`config.mk`:
```
export PLATFORM = sky130hd
export DESIGN_NAME = rx_frame_sr_flat
export DESIGN_NICKNAME = d
export VERILOG_FILES = /design/src/rtl/rx_frame_pkg.sv /design/src/rtl/rx_frame_sr_if.sv /design/src/rtl/rx_bit_counter.sv /design/src/rtl/rx_frame_sr.sv /design/src/flat_wrapper.sv
export SDC_FILE = /design/constraint.sdc
export NUM_CORES = 1
export LEC_CHECK = 0
export ABC_CLOCK_PERIOD_IN_PS = 5330
export CORE_AREA = 10 10 59 61
export CTS_CLUSTER_DIAMETER = 60
export DETAILED_ROUTE_END_ITERATION = 7
export DIE_AREA = 0 0 69 71
export GPL_ROUTABILITY_DRIVEN = 0
export PLACE_DENSITY = 0.79
export SYNTH_ARGS = -nofsm -noshare
export SYNTH_HDL_FRONTEND = slang
export SYNTH_HIERARCHICAL = 1
export SYNTH_SLANG_ARGS = --single-unit
```
`constraint.sdc`:
```
create_clock -name clk -period 5.33 [get_ports clk]
set_clock_uncertainty 0.2 [all_clocks]
set_input_delay 0.7995 -clock clk [delete_from_list [all_inputs] [get_ports clk]]
set_output_delay 0.7995 -clock clk [all_outputs]
set_load 0.03 [all_outputs]
```
`src/rtl/rx_frame_pkg.sv`:
```
// rx_frame_pkg: shared types, limits and helpers for the UART receive-frame shift register
package rx_frame_pkg;
  typedef enum logic [1:0] {PAR_NONE, PAR_EVEN, PAR_ODD} parity_mode_t;
  typedef enum logic [2:0] {IDLE, DATA, PARITY, STOP, DONE} rx_state_t;
  localparam int MIN_DATA_BITS = 5;
  localparam int MAX_DATA_BITS = 9;
  function automatic int max2(input int a, input int b);
    return a > b ? a : b;
  endfunction
endpackage

```
`src/rtl/rx_frame_sr_if.sv`:
```
// rx_frame_sr_if: strobe/serial inputs and completed-word handshake of rx_frame_sr
interface rx_frame_sr_if #(parameter int DATA_BITS = 8) ();
  logic frame_start;
  logic shift_strobe;
  logic serial_in;
  logic data_read;
  logic [DATA_BITS-1:0] packet_data;
  logic data_valid;
  logic frame_done;
  logic framing_error;
  logic parity_error;
  logic overrun_error;
  logic busy;
  modport master (
    output frame_start, shift_strobe, serial_in, data_read,
    input packet_data, data_valid, frame_done, framing_error, parity_error, overrun_error, busy
  );
  modport slave (
    input frame_start, shift_strobe, serial_in, data_read,
    output packet_data, data_valid, frame_done, framing_error, parity_error, overrun_error, busy
  );
endinterface

```
`src/rtl/rx_bit_counter.sv`:
```
// rx_bit_counter: strobe-enabled counter with sync clear and terminal-count compare
module rx_bit_counter #(parameter int W = 4) (
  input  logic         clk,
  input  logic         rst,
  input  logic         clr,
  input  logic         en,
  input  logic [W-1:0] term,
  output logic         hit
);
  logic [W-1:0] cnt_q, cnt_d;
  always_comb begin
    cnt_d = clr ? '0 : en ? cnt_q + 1'b1 : cnt_q;
    hit = en && cnt_q == term;
  end
  always_ff @(posedge clk) begin
    if (rst) cnt_q <= '0;
    else cnt_q <= cnt_d;
  end
endmodule

```
`src/rtl/rx_frame_sr.sv`:
```
// rx_frame_sr: UART receive-frame capture with stop/parity checks and valid/read handshake
// Optional parity slot and checking are built only when RX_PARITY_EN is defined.
module rx_frame_sr import rx_frame_pkg::*; #(
  parameter int DATA_BITS = 8,
  parameter int STOP_BITS = 1,
  parameter parity_mode_t PARITY_MODE = PAR_NONE
) (
  input logic clk,
  input logic rst,
  rx_frame_sr_if.slave bus
);
  localparam int CW = $clog2(max2(DATA_BITS, STOP_BITS) + 1);
`ifdef RX_PARITY_EN
  localparam bit PAR_EN = 1'b1;
`else
  localparam bit PAR_EN = 1'b0;
`endif
  localparam bit USE_PAR = PAR_EN && PARITY_MODE != PAR_NONE;
  rx_state_t state_q, state_d;
  logic [DATA_BITS-1:0] sr_q, sr_d, packet_data_q, packet_data_d;
  logic stop_ok_q, stop_ok_d;
  logic data_valid_q, data_valid_d, frame_done_q, frame_done_d;
  logic framing_error_q, framing_error_d, parity_error_q, parity_error_d;
  logic overrun_error_q, overrun_error_d;
  logic hit, cnt_en, done, par_err;
  logic [CW-1:0] term;
  rx_bit_counter #(.W(CW)) u_cnt (
    .clk(clk), .rst(rst), .clr(state_d != state_q), .en(cnt_en), .term(term), .hit(hit)
  );
  always_comb begin
    cnt_en = bus.shift_strobe && (state_q == DATA || state_q == STOP);
    term = state_q == DATA ? CW'(DATA_BITS - 1) : CW'(STOP_BITS - 1);
  end
`ifdef RX_PARITY_EN
  logic par_q, par_d;
  always_comb begin
    par_d = state_q == PARITY && bus.shift_strobe ? bus.serial_in : par_q;
    par_err = PARITY_MODE == PAR_EVEN ? ^{sr_q, par_q} :
              PARITY_MODE == PAR_ODD  ? ~^{sr_q, par_q} : 1'b0;
  end
  always_ff @(posedge clk) begin
    if (rst) par_q <= 1'b0;
    else par_q <= par_d;
  end
`else
  always_comb par_err = 1'b0;
`endif
  always_comb begin
    state_d = state_q;
    sr_d = sr_q;
    stop_ok_d = stop_ok_q;
    case (state_q)
      IDLE: begin
        state_d = bus.frame_start ? DATA : IDLE;
        stop_ok_d = 1'b1;
      end
      DATA: if (bus.shift_strobe) begin
        sr_d = {bus.serial_in, sr_q[DATA_BITS-1:1]};
        state_d = hit ? (USE_PAR ? PARITY : STOP) : DATA;
      end
`ifdef RX_PARITY_EN
      PARITY: state_d = bus.shift_strobe ? STOP : PARITY;
`endif
      STOP: if (bus.shift_strobe) begin
        stop_ok_d = stop_ok_q & bus.serial_in;
        state_d = hit ? DONE : STOP;
      end
      default: state_d = IDLE;
    endcase
  end
  // A completion with a concurrent read keeps data_valid and never flags overrun
  always_comb begin
    done = state_q == DONE;
    packet_data_d = done ? sr_q : packet_data_q;
    framing_error_d = done ? !stop_ok_q : framing_error_q;
    parity_error_d = done ? par_err : parity_error_q;
    data_valid_d = done || (data_valid_q && !bus.data_read);
    overrun_error_d = done && data_valid_q && !bus.data_read ? 1'b1 :
                      bus.data_read && data_valid_q ? 1'b0 : overrun_error_q;
    frame_done_d = done;
  end
  always_ff @(posedge clk) begin
    if (rst) begin
      state_q <= IDLE;
      sr_q <= '0;
      stop_ok_q <= 1'b0;
      packet_data_q <= '0;
      data_valid_q <= 1'b0;
      frame_done_q <= 1'b0;
      framing_error_q <= 1'b0;
      parity_error_q <= 1'b0;
      overrun_error_q <= 1'b0;
    end else begin
      state_q <= state_d;
      sr_q <= sr_d;
      stop_ok_q <= stop_ok_d;
      packet_data_q <= packet_data_d;
      data_valid_q <= data_valid_d;
      frame_done_q <= frame_done_d;
      framing_error_q <= framing_error_d;
      parity_error_q <= parity_error_d;
      overrun_error_q <= overrun_error_d;
    end
  end
  always_comb begin
    bus.packet_data = packet_data_q;
    bus.data_valid = data_valid_q;
    bus.frame_done = frame_done_q;
    bus.framing_error = framing_error_q;
    bus.parity_error = parity_error_q;
    bus.overrun_error = overrun_error_q;
    bus.busy = state_q != IDLE;
  end
endmodule

```
`src/flat_wrapper.sv`:
```
// flat-port wrapper written by rule: the top's interface ports become plain ports
module rx_frame_sr_flat import rx_frame_pkg::*;
#(
  parameter int DATA_BITS = 8,
  parameter int STOP_BITS = 1,
  parameter parity_mode_t PARITY_MODE = PAR_NONE
)
  (clk, rst, bus_frame_start, bus_shift_strobe, bus_serial_in, bus_data_read, bus_packet_data, bus_data_valid, bus_frame_done, bus_framing_error, bus_parity_error, bus_overrun_error, bus_busy);
  rx_frame_sr_if #(.DATA_BITS(DATA_BITS)) bus_i ();
  input logic clk;
  input logic rst;
  input wire logic [$bits(bus_i.frame_start)-1:0] bus_frame_start;
  input wire logic [$bits(bus_i.shift_strobe)-1:0] bus_shift_strobe;
  input wire logic [$bits(bus_i.serial_in)-1:0] bus_serial_in;
  input wire logic [$bits(bus_i.data_read)-1:0] bus_data_read;
  output wire logic [$bits(bus_i.packet_data)-1:0] bus_packet_data;
  output wire logic [$bits(bus_i.data_valid)-1:0] bus_data_valid;
  output wire logic [$bits(bus_i.frame_done)-1:0] bus_frame_done;
  output wire logic [$bits(bus_i.framing_error)-1:0] bus_framing_error;
  output wire logic [$bits(bus_i.parity_error)-1:0] bus_parity_error;
  output wire logic [$bits(bus_i.overrun_error)-1:0] bus_overrun_error;
  output wire logic [$bits(bus_i.busy)-1:0] bus_busy;
  assign bus_i.frame_start = bus_frame_start;
  assign bus_i.shift_strobe = bus_shift_strobe;
  assign bus_i.serial_in = bus_serial_in;
  assign bus_i.data_read = bus_data_read;
  assign bus_packet_data = bus_i.packet_data;
  assign bus_data_valid = bus_i.data_valid;
  assign bus_frame_done = bus_i.frame_done;
  assign bus_framing_error = bus_i.framing_error;
  assign bus_parity_error = bus_i.parity_error;
  assign bus_overrun_error = bus_i.overrun_error;
  assign bus_busy = bus_i.busy;
  rx_frame_sr #(.DATA_BITS(DATA_BITS), .STOP_BITS(STOP_BITS), .PARITY_MODE(PARITY_MODE)) u_core (.clk(clk), .rst(rst), .bus(bus_i));
endmodule
```
# ---- Word-level counts from Yosys, hierarchy flattened
# Cells that the tools add are included.
dict set report word_totals {
  reg_bits 28
  output_inout_bits 14
  word_cells 45
}
dict set report classes {
  n_addsub 1
  n_eq_ne 6
  n_mux 11
  bitwise 1
  n_reduce_logical 17
}
# op count
set ops {}
lappend ops {{two-way mux 3 bit} 4}
lappend ops {{one-hot mux 3 bit (3 select lines)} 1}
lappend ops {{logical AND 1 bit} 6}
lappend ops {{adder 4 x 1 -> 4 bit, second input constant} 1}
lappend ops {{equality test 4 bit} 1}
lappend ops {{two-way mux 1 bit} 4}
lappend ops {{AND reduction 2 bit} 2}
lappend ops {{nonzero test 2 bit} 2}
lappend ops {{equality test 3 x 1 -> 1 bit, second input constant} 1}
lappend ops {{equality test 3 x 2 -> 1 bit, second input constant} 1}
lappend ops {{equality test 3 bit, second input constant} 1}
lappend ops {{zero test 3 bit} 1}
lappend ops {{inequality test 3 bit} 1}
lappend ops {{nonzero test 3 bit} 1}
lappend ops {{zero test 1 bit} 2}
lappend ops {{logical OR 1 bit} 2}
lappend ops {{two-way mux 2 bit} 1}
lappend ops {{inequality test 2 bit, second input constant} 1}
lappend ops {{one-hot mux 1 bit (2 select lines)} 1}
lappend ops {{OR reduction 2 bit} 1}
lappend ops {{bitwise AND 1 bit} 1}

# ---- Depth between registers and ports, before layout
# Gate-level depths: netlist of run 1.
dict set report logic_depth {
  depth_word 9
  depth_mapped 8
}

# ---- By module
# Netlist of run 1, hierarchy kept.
# module n_inst cells_each area_each_um2
set by_module_without_submodules {}
lappend by_module_without_submodules {rx_frame_sr 1 97 1034.7}
lappend by_module_without_submodules {rx_bit_counter 1 21 209.0}

# ---- Worst setup path before layout of run 1
# No wires, ideal clock.
dict set report synth_timing {
  path_type {register to register}
  from {register u_core.state_q[0]}
  to {register u_core.u_cnt.cnt_q[0]}
  setup_ns 0.131
  arrival_ns 2.030
  required_time_ns 4.999
  path_slack_ns 2.970
  path_stages_with_launch 9
  path_buffers 1
  path_cell_list {dfxtp_1 buf_2 nor3b_1 xnor2_1 nand2_1 nor4_1 a21boi_0 o21bai_1 nor3_1}
}
dict set report synth_via {
  elab_chain_len 9
  word_cells_on_any_way 15
}
# item line_no
set synth_lines {}
lappend synth_lines {{from (decl)} rx_frame_sr.sv:19} ;# rx_state_t state_q, state_d;
lappend synth_lines {{from (signal assigned)} rx_frame_sr.sv:94} ;# state_q <= state_d;
lappend synth_lines {{equality test 3 x 1 -> 1 bit (*)} rx_frame_sr.sv:32} ;# term = state_q == DATA ? CW'(DATA_BITS - 1) : CW'(STOP_BITS - 1);
lappend synth_lines {{two-way mux 3 bit (*)} rx_frame_sr.sv:32}
lappend synth_lines {{via u_core.term[0]} rx_frame_sr.sv:26} ;# logic [CW-1:0] term;
lappend synth_lines {{equality test 4 bit (*)} rx_bit_counter.sv:13} ;# hit = en && cnt_q == term;
lappend synth_lines {{logical AND 1 bit (*)} rx_bit_counter.sv:13}
lappend synth_lines {{via u_core.hit} rx_frame_sr.sv:25} ;# logic hit, cnt_en, done, par_err;
lappend synth_lines {{two-way mux 3 bit / two-way mux 2 bit (equally long branches)} {rx_frame_sr.sv:66, rx_frame_sr.sv:59}}
lappend synth_lines {{two-way mux 3 bit (on tied branches)} {rx_frame_sr.sv:64, rx_frame_sr.sv:57}}
lappend synth_lines {{one-hot mux 3 bit (3 select lines) (*)} rx_frame_sr.sv:52} ;# case (state_q)
lappend synth_lines {{inequality test 3 bit (*)} rx_frame_sr.sv:28} ;# .clk(clk), .rst(rst), .clr(state_d != state_q), .en(cnt_en), .term(term), .hit(hit)
lappend synth_lines {{OR reduction 2 bit (no line) (*)} n/a}
lappend synth_lines {{to (signal assigned)} rx_bit_counter.sv:17} ;# else cnt_q <= cnt_d;
lappend synth_lines {{to (decl)} rx_bit_counter.sv:10} ;# logic [W-1:0] cnt_q, cnt_d;
# The timed path passes the listed nets; every way through them passes the cells marked *.
# A chain may end at the register's enable or synchronous reset.

# ---- Worst setup path in the final report of run 1
dict set report layout_timing {
  from {input port bus_shift_strobe}
  to {register u_core.u_cnt.cnt_q[0]}
}
dict set report layout_via {
  elab_chain_len 7
  word_cells_on_any_way 9
}
# item line_no
set layout_lines {}
lappend layout_lines {{from (decl)} flat_wrapper.sv:13} ;# input wire logic [$bits(bus_i.shift_strobe)-1:0] bus_shift_strobe;
lappend layout_lines {{logical AND 1 bit (*)} rx_frame_sr.sv:31} ;# cnt_en = bus.shift_strobe && (state_q == DATA || state_q == STOP);
lappend layout_lines {{via u_core.cnt_en} rx_frame_sr.sv:25}
lappend layout_lines {{logical AND 1 bit (*)} rx_bit_counter.sv:13}
lappend layout_lines {{via u_core.hit} rx_frame_sr.sv:25}
lappend layout_lines {{two-way mux 3 bit / two-way mux 2 bit (equally long branches)} {rx_frame_sr.sv:66, rx_frame_sr.sv:59}}
lappend layout_lines {{two-way mux 3 bit (on tied branches)} {rx_frame_sr.sv:64, rx_frame_sr.sv:57}}
lappend layout_lines {{one-hot mux 3 bit (3 select lines) (*)} rx_frame_sr.sv:52}
lappend layout_lines {{inequality test 3 bit (*)} rx_frame_sr.sv:28}
lappend layout_lines {{OR reduction 2 bit (no line) (*)} n/a}
# Marks and branches as above.

==> out/qor.yml, run 1 <==
status: "finished clean"
power_leakage_uw: 0.000585
drt-initial-drc-count: 82
synth_flop_cell: "dfxtp_1"
place_area_mm2: 0.00141
layout_min_cycle_time_ns: 2.89
htree_levels: 1
tritoncts: "yes"
totalWireLength_mm: 2.25
start_kind: "input port"
p_sw_uw: 79.6
grt_pass1_vias: 871
die_area_mm2: 0.00490
hpwlAfterDp_mm: 1.65
seq_area_frac_synth: 0.451
max_freq_ghz: 0.346
hold_path.class: "reg -> reg"
die_h_um: 71
cpMostUsedCell: "nand2_1"
vias_per_cell: 5.07
port_buffers: 18
crit_path_end_kind: "flip-flop"
cp_cell_sequence: "clkdlybuf4s50_1, nand2_1, nor2_1, nand2_1, nor4_1, a21boi_0, o21bai_1, nor3_1"
grt_pass1_wl_mm: 4.20
drcViolationCount: 0
dr.pass1.iters: 3
grt_max_degree: 30
worst-setup-path-type: "in -> reg"
antennaDiodeCount: 0
arrival_ns: 2.88
maxSlewViolCount: 0
ys_types: 35
synthesis.instances: 118
syn_area_mm2: 0.00124
synthArstFlopShare: 0
syn_area_per_cell_um2: 10.5
synth_xor_area_frac: 0.0493
cts.sinks: 28
synth-simple-area-share: 0.230
synth_compound_area_frac: 0.0634
grt-ovfl-total: 0
final.setup.tns_ns: 0
synth_edf_count: 0
post_cts_resized: 0
insertion_delay_ns: 0.33
slew_headroom: 0.426
worst_pin_slew_ns: 0.859
p_int_uw: 267
power_frac_seq: 0.619
place_ws_ns: 2.17
pwr-share-comb: 0.083
die_w_um: 69
switching_share: 0.229
maxCapViolations: 0
syn_to_final_growth_pct: 16.6
grt_use_total: 0.0981
finalPower_uw: 347
p_clk_frac: 0.298
synth_top_family_by_area: "simple AND/OR/NAND/NOR gates"
hold_viol: 0
yosysWarnings: 6
setup_viol: 0
start_util: 0.521
nets: 141
ctsHoldBuffers: 0
cts-root-buf: "clkbuf_4"
ioPinCount: 20
layout_common_cells: "28 x dfxtp_1, 18 x clkdlybuf4s50_1, 18 x nand2b_1"
synth_fa_ha_area_frac: 0.0101
timing.critical_path.fanout_max: 7
coreArea_mm2: 0.00239
synthMuxAreaShare: 0.146
powerDensity_mw_per_mm2: 239
rsz0062_at_grt: "no"
row_count: 18
ant_nets: 0
routedWlPerCell_um: 13.8
fin_area_mm2: 0.00145
antenna_found_initial: 0
vias: 826
clk_pin_slew_ns: 0.14
critPathSlowestCell: "clkdlybuf4s50_1"
ir_drop_v: 0.000170
postCtsSetupBuffers: 0
fin_crit_sh: 0.542
final_common_cell: "dfxtp_1"
required_ns: 5.32
final.setup.worst_slack_ns: 2.44
slowest_delay_ns: 0.57
cts_buffers: 3
cts_buffer_depth: 2
ys_ff_latch: 28
drive_gt1_frac: 0.0677
[stage by stage]
step	util	hold WS, ns	std cells
after CTS	0.607	0.289	163
after floorplan	-	0.261	119
after detailed placement	0.592	0.267	159
after global routing	0.607	0.306	163
final	0.607	0.288	163
after global placement	0.592	0.250	159
[cell families after synthesis]
logic type	Yosys count
other cells	1
fa+ha+maj	1
mux	18
flops	28
compound gates	10
buf+inv	10
xor+xnor	7
simple gates	43
[path summary, 6_finish.rpt]
| check | start | to | slack [ns] | depth (start not counted) |
|---|---|---|---|---|
| setup / recovery | bus_shift_strobe | u_core/u_cnt/cnt_q[0]$_SDFFE_PP0P_ | 2.44 | 8 |
| hold / removal | u_core/bus.packet_data[3]$_SDFFE_PP0P_ | u_core/bus.packet_data[3]$_SDFFE_PP0P_ | 0.29 | 2 |
| setup reg to reg | u_core/state_q[0]$_SDFF_PP0_ | u_core/u_cnt/cnt_q[0]$_SDFFE_PP0P_ | 2.57 | 7 |
| hold reg to reg | u_core/bus.packet_data[3]$_SDFFE_PP0P_ | u_core/bus.packet_data[3]$_SDFFE_PP0P_ | 0.29 | 2 |
[critical path: cells and delay by family]
kind / cells / cell delay (ns)
and+or+nand+nor: 5 / 0.96
buffers and inverters: 1 / 0.57
AOI/OAI and AO/OA: 2 / 0.57
[Yosys cell counts (2+ instances only)]
library cell | count | area share
nor3_1 | 5 | 0.020
a21boi_0 | 2 | 0.012
a21oi_1 | 2 | 0.0080
buf_2 | 2 | 0.0080
nand2b_1 | 18 | 0.091
nor2_1 | 4 | 0.012
clkbuf_1 | 3 | 0.0091
o21a_1 | 2 | 0.012
dfxtp_1 | 28 | 0.45
xor2_1 | 5 | 0.035
buf_6 | 2 | 0.018
nor3b_1 | 2 | 0.012
xnor2_1 | 2 | 0.014
inv_1 | 2 | 0.0060
mux2i_1 | 17 | 0.14
nand2_1 | 3 | 0.0091
[per-layer routing]
metal,track usage,part of all wire,vias to the layer above
met5,0,0,-
met4,0.0470,0.018,0
met3,0.0307,0.051,4
met2,0.146,0.47,18
met1,0.125,0.46,375
li1,-,-,429
[power groups by stage]
stage	Sequential (µW)	Clock, µW	Combinational [µW]
after floorplan	218	0	21.5
after global placement	219	0	28.0
after detailed placement	219	0	28.5
after CTS	215	107	28.7
after global routing	216	114	32.1
final	215	103	28.8
[registers in the layout (all words and copies together) (netlist names)]
| name | flops |
|---|---|
| u_core/u_cnt/cnt_q | 4 |
| u_core/bus.frame_done | 1 |
| u_core/stop_ok_q | 1 |
| u_core/bus.packet_data | 8 |
| u_core/bus.framing_error | 1 |
| u_core/state_q | 3 |
| u_core/bus.data_valid | 1 |
| u_core/bus.overrun_error | 1 |
| u_core/sr_q | 8 |
[cell type report]
| cell class | instances | area [µm²] |
|---|---|---|
| Fill cell | 214 | 937 |
| Multi-Input combinational cell | 81 | 628 |
| Sequential cell | 28 | 561 |
| Timing Repair Buffer | 18 | 180 |
| Tap cell | 30 | 37.5 |
| Clock buffer | 4 | 36.3 |
| Inverter | 2 | 7.51 |
No activity file was read; power rests on OpenSTA's default activity.
==> inputs of run 2 (changes only) <==
Settings changed: ABC_CLOCK_PERIOD_IN_PS 5330 to 2400, CORE_AREA 10 10 59 61 to 10 10 63 65, DIE_AREA 0 0 69 71 to 0 0 73 75, PLACE_DENSITY 0.79 to 0.72.
Clock period 5.33 ns to 2.4 ns, I/O delays scaled along.
==> out/qor.yml, run 2 (same netlist as run 1, synthesis figures left out) <==
status: "finished clean"
grt_pass1_vias: 900
cts_buffers: 3
cts-root-buf: "clkbuf_4"
die_area_mm2: 0.00548
holdWs_ns: 0.281
die_h_um: 75
drive_gt1_frac: 0.128
syn_to_final_growth_pct: 22.0
final_core_util: 0.560
final_common_cell: "dfxtp_1"
coreArea_mm2: 0.00271
min_path_cells: 2
hold_viol: 0
timing.critical_path.fanout_max: 7
start_kind: "flip-flop"
r2r_cells: 8
setup_viol: 0
grt_use_total: 0.0937
tritoncts: "yes"
max_freq_ghz: 0.469
ctsHoldBuffers: 0
cts_buffer_depth: 2
layout_min_cycle_time_ns: 2.13
vias_per_cell: 5.19
slew_headroom: 0.570
htree_levels: 1
crit_path_end_kind: "flip-flop"
power_leakage_uw: 0.000640
die_w_um: 73
cts.sinks: 28
hpwlAfterDp_mm: 1.81
worst-setup-path-type: "reg -> reg"
layout_common_cells: "28 x dfxtp_1, 18 x nand2b_1, 17 x clkdlybuf4s50_1, 17 x mux2i_1, 8 x buf_4"
grt_pass1_wl_mm: 4.08
cp_cell_sequence: "nor3b_1, buf_4, xnor2_1, nand2_1, nor4_1, a21boi_0, o21bai_2, nor3_1"
port_buffers: 18
routedWlPerCell_um: 14.2
finalPower_uw: 781
ir_drop_v: 0.000543
antenna_found_initial: 0
nets: 149
drcViolationCount: 0
totalWireLength_mm: 2.44
fillers: 249
drt-initial-drc-count: 42
critPathSlowestCell: "dfxtp_1"
grt-ovfl-total: 0
insertion_delay_ns: 0.33
ioPinCount: 20
worst_pin_slew_ns: 0.644
fin_crit_sh: 0.888
grt_max_degree: 25
arrival_ns: 2.17
required_ns: 2.43
start_util: 0.459
clk_pin_slew_ns: 0.14
maxCapViolations: 0
hold_path.class: "reg -> reg"
vias: 892
antennaDiodeCount: 0
powerDensity_mw_per_mm2: 515
maxSlewViolCount: 0
dr.pass1.iters: 4
slowest_delay_ns: 0.47
row_count: 19
ant_nets: 0
run 2: cell types whose count changed in the layout (fill, tap and decap cells not counted):
| cell | previous run | this run |
|---|---|---|
| dlymetal6s2s_1 | 0 | 1 |
| o21bai_2 | 0 | 1 |
| clkdlybuf4s50_1 | 18 | 17 |
| o21bai_1 | 1 | 0 |
| buf_4 | 0 | 8 |
run 2: cell type report:
type,instances,area (µm²),share of cell area
Timing Repair Buffer,26,243,0.160
Sequential cell,28,561,0.369
Clock buffer,4,36.3,0.0239
Tap cell,31,38.8,0.0256
Inverter,2,7.51,0.00495
Multi-Input combinational cell,81,632,0.416
run 2: per-stage QoR:
step                setup slack [ns]  TNS, ns  std cells  cell area, µm²
floorplan                     0.0396        0        119            1250
global placement               0.225        0        168            1480
detailed placement             0.140        0        168            1480
CTS                           0.0506        0        172            1510
global route                 -0.0133  -0.0154        172            1520
finish                         0.269        0        172            1520
run 2: worst paths after layout:
path / slack, ns / endpoint / from
worst max-delay path: 0.27 / u_core/u_cnt/cnt_q[0]$_SDFFE_PP0P_ / u_core/state_q[0]$_SDFF_PP0_
worst min-delay path: 0.28 / u_core/bus.packet_data[3]$_SDFFE_PP0P_ / u_core/bus.packet_data[3]$_SDFFE_PP0P_
worst max register to register: 0.27 / u_core/u_cnt/cnt_q[0]$_SDFFE_PP0P_ / u_core/state_q[0]$_SDFF_PP0_
worst min register to register: 0.28 / u_core/bus.packet_data[3]$_SDFFE_PP0P_ / u_core/bus.packet_data[3]$_SDFFE_PP0P_
run 2: per-layer routing:
metal	GRT usage	part of all wire	vias up
met5	0	0	-
met1	0.0960	0.42	415
met3	0.0210	0.039	9
met4	0.0570	0.032	0
li1	-	-	445
met2	0.170	0.51	23
run 2: critical path: cells and delay by family, from the launching register on:
kind,cells,cell delay [ns]
simple gates,4,0.64
flops,1,0.47
compound gates,2,0.45
buf+inv,1,0.17
xor+xnor,1,0.11
run 2: what timing repair did:
item,CTS,global route
resized for setup,0,2
buffers inserted,0,0
endpoints found under the setup margin,0,5
run 2: power breakdown:
group	switching [µW]	internal (µW)	total, µW
clock	137	93.1	230
combinational	38.1	37.9	76.1
sequential	4.79	470	475
==> inputs of run 3 (changes only) <==
Settings changed: CAP_MARGIN set to 0.
==> results of run 3 <==
The final DEF is identical to that of run 2; final timing and power are the same.
